File: src/rtl/uart_rx.sv
// ============================================================================
//  Module      : uart_rx
//  Description : 8N1 UART receiver, LSB first, idle-high line. The serial
//                input is resynchronised, the start bit is validated at its
//                midpoint, and data/stop bits are sampled once per bit period
//                at the same phase. The bit period is latched at frame start.
//  Revision    : 1.0 - initial release
// ============================================================================
`default_nettype none

module uart_rx #(
  parameter int SYNC_STAGES = 2
) (
  input  logic        i_Clock,
  input  logic        i_Reset_n,
  input  logic [15:0] i_Clocks_per_Bit,
  input  logic        i_Rx_Serial,
  output logic        o_Rx_DV,
  output logic [7:0]  o_Rx_Byte,
  output logic        o_Rx_Active,
  output logic        o_Frame_Err,
  output logic [7:0]  o_debug
);

  // Smallest bit period that still leaves a distinct mid-bit sample point.
  localparam logic [15:0] c_MIN_CPB = 16'd2;
  localparam logic [2:0]  c_LAST_BIT = 3'd7;

  typedef enum logic [2:0] {
    IDLE    = 3'd0,
    START   = 3'd1,
    DATA    = 3'd2,
    STOP    = 3'd3,
    CLEANUP = 3'd4
  } state_t;

  state_t      r_state;
  logic [15:0] r_clk_count;
  logic [2:0]  r_bit_index;
  logic [7:0]  r_shift;
  logic [15:0] r_CPB;

  logic [SYNC_STAGES-1:0] r_sync;
  logic                   w_rx_sync;
  logic [15:0]            w_cpb_clamped;
  logic [15:0]            w_half_count;
  logic [15:0]            w_last_count;

  // --------------------------------------------------------------------------
  // Input synchroniser: a chain of SYNC_STAGES flops, reset to the idle level
  // so a reset never looks like a start edge.
  // --------------------------------------------------------------------------
  generate
    for (genvar g = 0; g < SYNC_STAGES; g++) begin : g_sync
      if (g == 0) begin : g_first
        // First stage samples the raw asynchronous line.
        always_ff @(posedge i_Clock or negedge i_Reset_n) begin
          if (!i_Reset_n) r_sync[0] <= 1'b1;
          else            r_sync[0] <= i_Rx_Serial;
        end
      end else begin : g_rest
        // Later stages resolve metastability of the previous stage.
        always_ff @(posedge i_Clock or negedge i_Reset_n) begin
          if (!i_Reset_n) r_sync[g] <= 1'b1;
          else            r_sync[g] <= r_sync[g-1];
        end
      end
    end
  endgenerate

  assign w_rx_sync = r_sync[SYNC_STAGES-1];

  // Bit periods below two cycles cannot be centred; treat them as two.
  assign w_cpb_clamped = (i_Clocks_per_Bit < c_MIN_CPB) ? c_MIN_CPB : i_Clocks_per_Bit;

  // Sample points derived from the period latched for the current frame.
  assign w_half_count = (r_CPB - 16'd1) >> 1;
  assign w_last_count = r_CPB - 16'd1;

  // --------------------------------------------------------------------------
  // Receive state machine with registered strobes and status.
  // The counter only ever runs up to r_CPB-1, so it cannot wrap in a bit.
  // --------------------------------------------------------------------------
  always_ff @(posedge i_Clock or negedge i_Reset_n) begin
    if (!i_Reset_n) begin
      r_state     <= IDLE;
      r_clk_count <= 16'd0;
      r_bit_index <= 3'd0;
      r_shift     <= 8'h00;
      r_CPB       <= c_MIN_CPB;
      o_Rx_DV     <= 1'b0;
      o_Frame_Err <= 1'b0;
      o_Rx_Active <= 1'b0;
      o_Rx_Byte   <= 8'h00;
    end else begin
      // Strobes are one cycle wide: cleared unless re-asserted below.
      o_Rx_DV     <= 1'b0;
      o_Frame_Err <= 1'b0;

      case (r_state)
        IDLE: begin
          r_clk_count <= 16'd0;
          r_bit_index <= 3'd0;
          if (!w_rx_sync) begin
            // Freeze the bit period so mid-frame changes cannot skew sampling.
            r_CPB       <= w_cpb_clamped;
            o_Rx_Active <= 1'b1;
            r_state     <= START;
          end
        end

        START: begin
          if (r_clk_count == w_half_count) begin
            if (!w_rx_sync) begin
              // Genuine start bit: re-zero so data samples land mid-bit.
              r_clk_count <= 16'd0;
              r_state     <= DATA;
            end else begin
              // Line went back high before mid-bit: a glitch, not a frame.
              r_clk_count <= 16'd0;
              o_Rx_Active <= 1'b0;
              r_state     <= IDLE;
            end
          end else begin
            r_clk_count <= r_clk_count + 16'd1;
          end
        end

        DATA: begin
          if (r_clk_count == w_last_count) begin
            r_shift[r_bit_index] <= w_rx_sync;
            r_clk_count          <= 16'd0;
            if (r_bit_index == c_LAST_BIT) begin
              r_bit_index <= 3'd0;
              r_state     <= STOP;
            end else begin
              r_bit_index <= r_bit_index + 3'd1;
            end
          end else begin
            r_clk_count <= r_clk_count + 16'd1;
          end
        end

        STOP: begin
          if (r_clk_count == w_last_count) begin
            r_clk_count <= 16'd0;
            if (w_rx_sync) begin
              o_Rx_Byte <= r_shift;
              o_Rx_DV   <= 1'b1;
            end else begin
              // Bad stop bit: report it and keep the last good byte.
              o_Frame_Err <= 1'b1;
            end
            r_state <= CLEANUP;
          end else begin
            r_clk_count <= r_clk_count + 16'd1;
          end
        end

        CLEANUP: begin
          // Hold here while the line is low so a break is not seen as a start.
          if (w_rx_sync) begin
            o_Rx_Active <= 1'b0;
            r_state     <= IDLE;
          end
        end

        default: begin
          // Unreachable encodings recover to a clean idle.
          r_clk_count <= 16'd0;
          r_bit_index <= 3'd0;
          o_Rx_Active <= 1'b0;
          r_state     <= IDLE;
        end
      endcase
    end
  end

  assign o_debug = {o_Rx_DV, o_Frame_Err, o_Rx_Active, w_rx_sync, 1'b0, r_state};

endmodule

`default_nettype wire

File: config.mk
export PLATFORM = sky130hd
export DESIGN_NAME = uart_rx
export DESIGN_NICKNAME = d
export VERILOG_FILES = /design/src/rtl/uart_rx.sv
export SDC_FILE = /design/constraint.sdc
export NUM_CORES = 1
export LEC_CHECK = 0
export ABC_AREA = 1
export BUFFER_PORTS_ARGS = -buffer_cell sky130_fd_sc_hd__clkbuf_2
export CAP_MARGIN = 25
export CELL_PAD_IN_SITES_DETAIL_PLACEMENT = 0
export CELL_PAD_IN_SITES_GLOBAL_PLACEMENT = 1
export CORE_MARGIN = 8
export CORE_UTILIZATION = 47
export CTS_CLUSTER_DIAMETER = 40
export DETAILED_ROUTE_END_ITERATION = 12
export GPL_TIMING_DRIVEN = 0
export PLACE_DENSITY = 0.83
export SLEW_MARGIN = 40
export SYNTH_ARGS = -nofsm -noshare
export SYNTH_HDL_FRONTEND = slang
export SYNTH_SLANG_ARGS = --single-unit
File: constraint.sdc
create_clock -name i_Clock -period 5 [get_ports i_Clock]
set_clock_uncertainty 0.15 [all_clocks]
set_input_delay 1 -clock i_Clock [delete_from_list [all_inputs] [get_ports i_Clock]]
set_output_delay 1 -clock i_Clock [all_outputs]
set_load 0.01 [all_outputs]
Word level (Yosys, flattened, before mapping)
Index checks and enable logic that the tools add are counted.
{"block": "op_classes", "addsub": 3, "magnitude_cmp": 3, "eq_ne": 13, "n_mux": 28, "n_bitwise": 3, "reduce_logical": 10}
{"op": "$mux 16", "count": 3}
{"op": "$pmux 16 s3", "count": 1}
{"op": "$mux 3", "count": 8}
{"op": "$add 16x1->16 const B", "count": 1}
{"op": "$eq 16x15->1", "count": 1}
{"op": "$eq 16x16->1", "count": 1}
{"op": "$lt 16x2->1 const B", "count": 1}
{"op": "$sub 16x1->16 const B", "count": 1}
{"op": "$pmux 3 s5", "count": 1}
{"op": "$ne 2x2->1 const B", "count": 6}
{"op": "$mux 1", "count": 10}
{"op": "$bwmux 8", "count": 1}
{"op": "$eq 3x2->1 const B", "count": 2}
{"op": "$eq 3x3->1 const B", "count": 2}
{"op": "$pmux 3 s2", "count": 1}
{"op": "$reduce_and 2->1", "count": 3}
{"op": "$reduce_and 3->1", "count": 2}
{"op": "$reduce_and 6->1", "count": 1}
{"op": "$lt 3x4->1 const B", "count": 1}
{"op": "$pmux 1 s4", "count": 1}
{"op": "$add 3x1->3 const B", "count": 1}
{"op": "$demux 1 s3", "count": 1}
{"op": "$eq 3x1->1 const B", "count": 1}
{"op": "$ge 3x1->1 const B", "count": 1}
{"op": "6 further kinds", "count": 8}
{"block": "totals", "ff_bits": 59, "input_bits": 19, "output_inout_bits": 19, "wordCells": 71}

Longest topological paths before layout
Gate-level depths: netlist of run 1.
{"block": "depth", "depth_word": 5, "ltp_mapped": 18}

Worst setup path after synthesis of run 1
No wires, ideal clock.
{"block": "synth_path", "path_kind": "register -> register", "start": "register r_CPB[1]", "end": "register r_bit_index[0]", "setup_time_ps": 117, "arrival_ps": 2142, "t_required_ps": 4733, "setup_slack_ps": 2591, "path_stages_with_launch": 14, "n_path_buf": 0, "period_less_slack_ps": 2409, "cell_sequence": "dfstp_2 > inv_1 > ha_1 > inv_1 > nand2_1 > nand2_1 > nor2_1 > nand4_1 > nor3_4 > nand3b_4 > nand2_2 > nand2_2 > nand2_1 > nand2_1"}
{"block": "synth_via", "elab_chain_cells": 4}
{"element": "start, declared", "line_no": "41", "source": "logic [15:0] r_CPB;"}
{"element": "start signal, assigned", "line_no": "90", "source": "r_CPB <= c_MIN_CPB;"}
{"element": "start signal, assigned", "line_no": "106", "source": "r_CPB <= w_cpb_clamped;"}
{"element": "$sub 16x1->16", "line_no": "78", "source": "assign w_last_count = r_CPB - 16'd1;"}
{"element": "$eq 16x16->1", "line_no": "130", "source": "if (r_clk_count == w_last_count) begin"}
{"element": "$ne 2x2->1 (no line)"}
{"element": "$reduce_and 2->1 (no line)"}
{"element": "end signal, assigned", "line_no": "137", "source": "r_bit_index <= r_bit_index + 3'd1;"}
{"element": "end, declared", "line_no": "39", "source": "logic [2:0] r_bit_index;"}
No other way between the ends.
A chain may end at the register's enable or synchronous reset.

Worst setup path after layout of run 1
{"block": "layout_path", "start": "register r_CPB[0]", "end": "register r_clk_count[7]"}
{"block": "layout_via", "elab_chain_cells": 4, "word_cells_on_any_way": 6}
{"element": "$sub 16x1->16 (*)", "line_no": "77, 78"}
{"element": "$eq 16x16->1 / $eq 16x15->1 (equally long branches)", "line_no": "130, 145, 113"}
{"element": "$mux 16 (on tied branches)", "line_no": "130, 145, 113"}
{"element": "$pmux 16 s3 (*)", "line_no": "100", "source": "case (r_state)"}
{"element": "end signal, assigned", "line_no": "125", "source": "r_clk_count <= r_clk_count + 16'd1;"}
{"element": "end signal, assigned", "line_no": "140", "source": "r_clk_count <= r_clk_count + 16'd1;"}
{"element": "end signal, assigned", "line_no": "156", "source": "r_clk_count <= r_clk_count + 16'd1;"}
{"element": "end, declared", "line_no": "38", "source": "logic [15:0] r_clk_count;"}
Every way passes the cells marked *; elsewhere a longest branch is shown, timed or not.

==> flow_metrics.tcl, run 1 <==
set metrics [dict create \
    status "completed" \
    first_pass_iters 4 \
    areaGrowthSynthToFinish_pct 13.85 \
    grt_max_degree 32 \
    cp_max_fo 10 \
    fin_crit_sh_pct 57.75 \
    fin_area_sq_um 4617 \
    hold_slack_ns 0.2072 \
    drc 0 \
    via_count 3858 \
    yosysMostFrequentCell "nand2_1" \
    dieWidth_um 108.9 \
    async_flop_share_pct 100.0 \
    drtIter0Drc 183 \
    power_density_nw_per_um2 497.3 \
    required_ns 5.06 \
    synth_edf_count 0 \
    critPathArrivalTime_ns 2.95 \
    grt_first_pass_wirelength_mm 18.20 \
    hold_viol 0 \
    crit_chain "inv_1, ha_1, nand2_2, nor2_4, nand2_1, nand3_1, nand2_1, nand3b_1, nor2_1, nand3_1, nand2_1, nand2_4, buf_6, nand2_1, o21ai_0" \
    seqCellArea_sq_um 1480 \
    synth_ff_type "dfrtp_1" \
    grt-ovfl-total 0 \
    min-delay-start "r_sync[0]$_DFF_PN1_" \
    p_leak_nw 2.444 \
    cp_slowest_cell "dfrtp_1" \
    die-area_sq_um 11860 \
    rows 34 \
    timing.rr.end "r_clk_count[7]$_DFFE_PN0N_" \
    tightestPinTransition_ns 0.7252 \
    cts_buffers 9 \
    worstHoldPathType "flip-flop to flip-flop" \
    routabilityCongestion 0.8925 \
    dp_cells 729 \
    drv_slew 0 \
    wl_per_cell_um 14.19 \
    rsz0062_at_grt "no" \
    synth.area.top_cells "dfrtp_1, nand2_1, nand3_1" \
    power_mw 2.296 \
    pin_count 38 \
    post-route-min-period_ns 2.888 \
    ys_seq_area_share_pct 36.50 \
    nNetsFinal 655 \
    cts_tree "yes" \
    ant_nets 0 \
    final-setup-viol-count 0 \
    io_buffers 36 \
    stdcell_count 745 \
    r2r_cells 15 \
    synth_nets 607 \
    setup.worst_path.start_class "flip-flop" \
    hold_depth 0 \
    worstSetupEndpointType "flip-flop" \
    cts_root_buf "clkbuf_8" \
    dpl.hpwl_mm 8.279 \
    whs_endpoint "w_rx_sync$_DFF_PN1_" \
    multi_input_area_sq_um 2245 \
    coreArea_sq_um 8551 \
    start_util_pct 47.42 \
    cts_buffer_depth 2 \
    hold_buffers 0 \
    cts.clk_slew.worst_paths_ns 0.08 \
    antenna_cells 0 \
    post-place-ws_ns 2.142 \
    vdd.ir_drop.worst_uv 300.7 \
    cpMostUsedCell "nand2_1" \
    ys_types 34 \
    postCtsSetupBuffers 0 \
    yosys.area.top_type "dfrtp_1" \
    finalWirelength_mm 10.57 \
    postSynthCellCount 584 \
    grt_pass1_vias 3753 \
    place_area_sq_um 4393 \
    synth_common_cells "nand2_1, nand3_1, inv_1" \
    reg2reg_slack_ns 2.11 \
    clock_sinks 59 \
    ys_warn_count 0 \
    r2r-start "r_CPB[0]$_DFFE_PN0P_" \
    cp_top_family "simple AND/OR/NAND/NOR gates" \
    ys_ff_latch 59 \
    fmaxAchievable_mhz 346.3 \
    clkLatencyLatePin_ns 0.35 \
    cpPeakStageDelay_ns 0.38 \
    drt-vias-per-instance 5.179 \
    final_core_util_pct 53.99 \
    chipHeight_um 108.9 \
    syn_area_sq_um 4055 \
    maxCapViolCount 0 \
    fillCellCount 905 \
    h-tree-depth 3 \
    syn_avg_cell_area_sq_um 6.944 \
    grt.total_usage_pct 19.41 \
    antenna_found_initial 0 \
    netlist.area_leader.share_pct 34.56 \
    cts_resized 0 \
    critPathKind "flip-flop to flip-flop" \
    tns_ns 0 \
    setup_ws_ns 2.112 \
    critPathBufInv 2 \
    max_slew_margin_pct 51.28 \
    drive_gt1_share_pct 15.07 \
]
[report_power, final]
group	switching, mW	internal, mW
Sequential	0.116	0.575
Combinational	0.745	0.357
Clock	0.219	0.284
[cell families (layout without fill, tap and decap cells)]
logic type,Yosys count,in the layout,synth area share [%]
AOI/OAI and AO/OA,38,38,5.091
other,1,1,0.09248
buffers and inverters,78,131,8.146
and+or+nand+nor,391,391,46.13
xor gates and xnor gates,13,13,2.808
adders and majority gates,4,4,1.234
DFF,59,59,36.50
[flip-flops by register name (all words and copies together) (netlist names)]
| signal | flops |
|---|---|
| o_Frame_Err | 1 |
| o_Rx_Active | 1 |
| o_Rx_Byte | 8 |
| o_Rx_DV | 1 |
| r_CPB | 16 |
| r_bit_index | 3 |
| r_clk_count | 16 |
| r_shift | 8 |
| r_state | 3 |
| r_sync | 1 |
| w_rx_sync | 1 |
[final cells by class]
type / instances / area share, %
plain buffers: 12 / 1.789
clock buffers: 9 / 2.683
clock inverters: 7 / 2.168
inverters: 66 / 5.366
multi-input cells: 447 / 48.62
flip-flops and latches: 59 / 32.06
well taps: 108 / 2.927
repair buffers: 37 / 4.390
[worst max-delay path by stage]
| stage | from | endpoint | slack (ns) | cells after the start |
|---|---|---|---|---|
| global placement | r_CPB[0]$_DFFE_PN0P_ | r_clk_count[13]$_DFFE_PN0N_ | 2.21 | 15 |
| floorplan | r_CPB[1]$_DFFE_PN1P_ | r_bit_index[0]$_DFFE_PN0P_ | 2.59 | 13 |
| global route | r_CPB[1]$_DFFE_PN1P_ | r_clk_count[12]$_DFFE_PN0N_ | 1.82 | 18 |
| CTS | r_CPB[0]$_DFFE_PN0P_ | r_clk_count[13]$_DFFE_PN0N_ | 2.13 | 15 |
| detailed placement | r_CPB[0]$_DFFE_PN0P_ | r_clk_count[7]$_DFFE_PN0N_ | 2.14 | 15 |
| finish | r_CPB[0]$_DFFE_PN0P_ | r_clk_count[7]$_DFFE_PN0N_ | 2.11 | 15 |
[layout by cell type, fill, tap and decap left out, drive strengths merged]
cell    Yosys  layout
nand2     201     201
nor2       62      62
xor2       13      13
inv        66      67
dfrtp      56      56
conb        1       1
a21oi       1       1
bufinv      0       2
a211oi      1       1
o21ai      33      33
clkinv      0       4
nor3       11      11
nand3      88      88
o32a        1       1
and2        2       2
nand4      19      19
a22oi       1       1
ha          4       4
o2111a      1       1
nand3b      4       4
buf         7       8
nor4        4       4
clkbuf      5      50
dfstp       3       3
[per-layer routing]
metal | vias up | GRT usage, % | share of wire (%)
met2 | 78 | 30.63 | 46
met4 | 0 | 5.670 | 1.1
met1 | 1777 | 26.54 | 49
li1 | 1993 | - | -
met5 | - | 0 | 0
met3 | 10 | 3.487 | 3.8
No activity file was read; power rests on OpenSTA's default activity.
==> inputs of run 2 (changes only) <==
Settings changed: CORE_UTILIZATION 47 to 39, PLACE_DENSITY 0.83 to 0.73.
Clock period 5 ns to 2.5 ns, I/O delays scaled along.
==> run 2 against run 1 <==
Compared with the run above: the flow now finishes with violations (negative setup slack); sequential power is 110% higher; clock power grew 58%; global-route usage fell by 2.5 points.
==> flow_metrics.tcl, run 2 (synthesized netlist as in run 1, its figures left out) <==
set metrics [dict create \
    nNetsFinal 676 \
    layout_commonest_cell "nand2_1" \
    grt.total_usage_pct 16.92 \
    cpMostUsedCell "nor2_1" \
    fin_crit_sh_pct 105.2 \
    tightestPinTransition_ns 0.6630 \
    grtUsageMet2_pct 27.44 \
    status "complete, but fails checks" \
    critPathArrivalTime_ns 2.69 \
    violations "negative setup slack" \
    h-tree-depth 3 \
    drt-vias-per-instance 5.005 \
    clkLatencyLatePin_ns 0.35 \
    required_ns 2.56 \
    routabilityCongestion 0.8711 \
    cts_buffer_depth 2 \
    grt_max_degree 60 \
    setup_ws_ns -0.1300 \
    areaGrowthSynthToFinish_pct 26.53 \
    cp_top_family "simple AND/OR/NAND/NOR gates" \
    grt_use_met1_pct 22.03 \
    start_util_pct 39.64 \
    crit_chain "inv_2, ha_4, buf_6, a21oi_2, o21ai_1, nor2_1, nand2_1, nor2_1, nand2_1, nor2_1, nand3_2, nand2_4, nand2_8, buf_8, nand2_2, o21ai_1" \
    cpPeakStageDelay_ns 0.55 \
    worstSetupEndpointType "flip-flop" \
    post-route-min-period_ns 2.630 \
    multi_input_area_sq_um 2577 \
    max_slew_margin_pct 55.53 \
    via_count 3974 \
    final-setup-viol-count 27 \
    cts_root_buf "clkbuf_8" \
    p_leak_nw 2.599 \
    clock_sinks 59 \
    drive_gt1_share_pct 28.42 \
    cts_tree "yes" \
    cp_max_fo 5 \
    power_density_nw_per_um2 1013 \
    grtUsageMet3_pct 2.542 \
    chipHeight_um 118.0 \
    cts.clk_slew.worst_paths_ns 0.07 \
    coreArea_sq_um 10230 \
    grt_pass1_vias 3953 \
    antenna_found_initial 0 \
    first_pass_iters 4 \
    grt_first_pass_wirelength_mm 19.18 \
    dpl.hpwl_mm 8.380 \
    io_buffers 36 \
    stdcell_count 794 \
    largest_registers "r_CPB x16, r_clk_count x16" \
    rows 37 \
    drv_slew 0 \
    hold_viol 0 \
    finalWirelength_mm 11.66 \
    critPathBufInv 3 \
    vdd.ir_drop.worst_uv 669.2 \
    setup.worst_path.start_class "flip-flop" \
    seqCellArea_sq_um 1484 \
    critPathKind "flip-flop to flip-flop" \
    cp_slowest_cell "dfstp_2" \
    maxCapViolCount 0 \
    tns_ns -2.524 \
    fillCellCount 1033 \
    drc 0 \
    antenna_cells 0 \
    cts_buffers 9 \
    dp_cells 756 \
    pin_count 38 \
    top_usage_layer "met2" \
    dieWidth_um 118.0 \
    fmaxAchievable_mhz 380.2 \
    worstHoldPathType "input pin to flip-flop" \
    ant_nets 0 \
    drtIter0Drc 213 \
    power_mw 5.200 \
    die-area_sq_um 13920 \
    wl_per_cell_um 14.68 \
    layout_common_cells "nand2_1, nand3_1, inv_1" \
    rsz0062_at_grt "yes" \
    grt-ovfl-total 0 \
]
run 2: report_power, final:
group	total (mW)	switching (mW)	leakage [nW]	internal, mW
clock	0.797	0.416	0.0851	0.381
sequential	1.44	0.287	0.777	1.16
combinational	2.96	1.83	1.74	1.13
run 2: worst paths after layout:
path | from | to | slack, ns | cells past startpoint
worst min register to register | r_sync[0]$_DFF_PN1_ | w_rx_sync$_DFF_PN1_ | 0.21 | 0
worst max-delay path | r_CPB[1]$_DFFE_PN1P_ | r_clk_count[14]$_DFFE_PN0N_ | -0.13 | 16
worst max register to register | r_CPB[1]$_DFFE_PN1P_ | r_clk_count[14]$_DFFE_PN0N_ | -0.13 | 16
worst min-delay path | i_Rx_Serial | r_sync[0]$_DFF_PN1_ | 0.08 | 1
min in group asynchronous | i_Reset_n | r_CPB[12]$_DFFE_PN0P_ | 0.53 | 2
max in group asynchronous | i_Reset_n | w_rx_sync$_DFF_PN1_ | 1.27 | 2
run 2: repair_timing:
item | in CTS | in global routing
hold buffers | 1 | 0
setup buffers | 13 | 7
gates resized for setup | 40 | 76
endpoints found under the setup margin | 40 | 41
gates cloned | 2 | 0
pin swaps | 9 | 46
hold endpoints to repair | 35 | 0
run 2: stage by stage:
step                util (%)  setup WS (ns)  hold slack, ns  cell area (sq um)
finish                 50.15        -0.1300         0.07688               5131
global route           50.15        -0.2900         0.06624               5131
global placement       43.06        -0.3221          0.1959               4405
detailed placement     43.15        -0.3347          0.1969               4414
floorplan                  -        0.09099         0.05441               4055
CTS                    47.05        -0.1003         0.06601               4813
run 2: area by class of cell:
class                      instances  area share, %
clock inverter                     5         0.5852
tap                              136          3.316
timing repair buffer              57          7.632
sequential                        59          28.92
inverter                          66          4.877
multi-input combinational        448          50.23
clock buffer                      11          2.755
buffer                            12          1.683
run 2: worst reg2reg max path, cell delays in order (launching register included):
cell	delay, ns
dfstp_2	0.55
inv_2	0.05
ha_4	0.24
buf_6	0.12
a21oi_2	0.11
o21ai_1	0.08
nor2_1	0.16
nand2_1	0.07
nor2_1	0.10
nand2_1	0.09
nor2_1	0.14
nand3_2	0.15
nand2_4	0.14
nand2_8	0.09
buf_8	0.15
nand2_2	0.05
o21ai_1	0.06
run 2: metal layers:
layer	part of all wire (%)	up-vias	wire, um
met5	0	-	0
met4	1.5	0	174
met3	3.1	15	367
met2	46	47	5375
met1	49	1882	5741
li1	-	2030	-
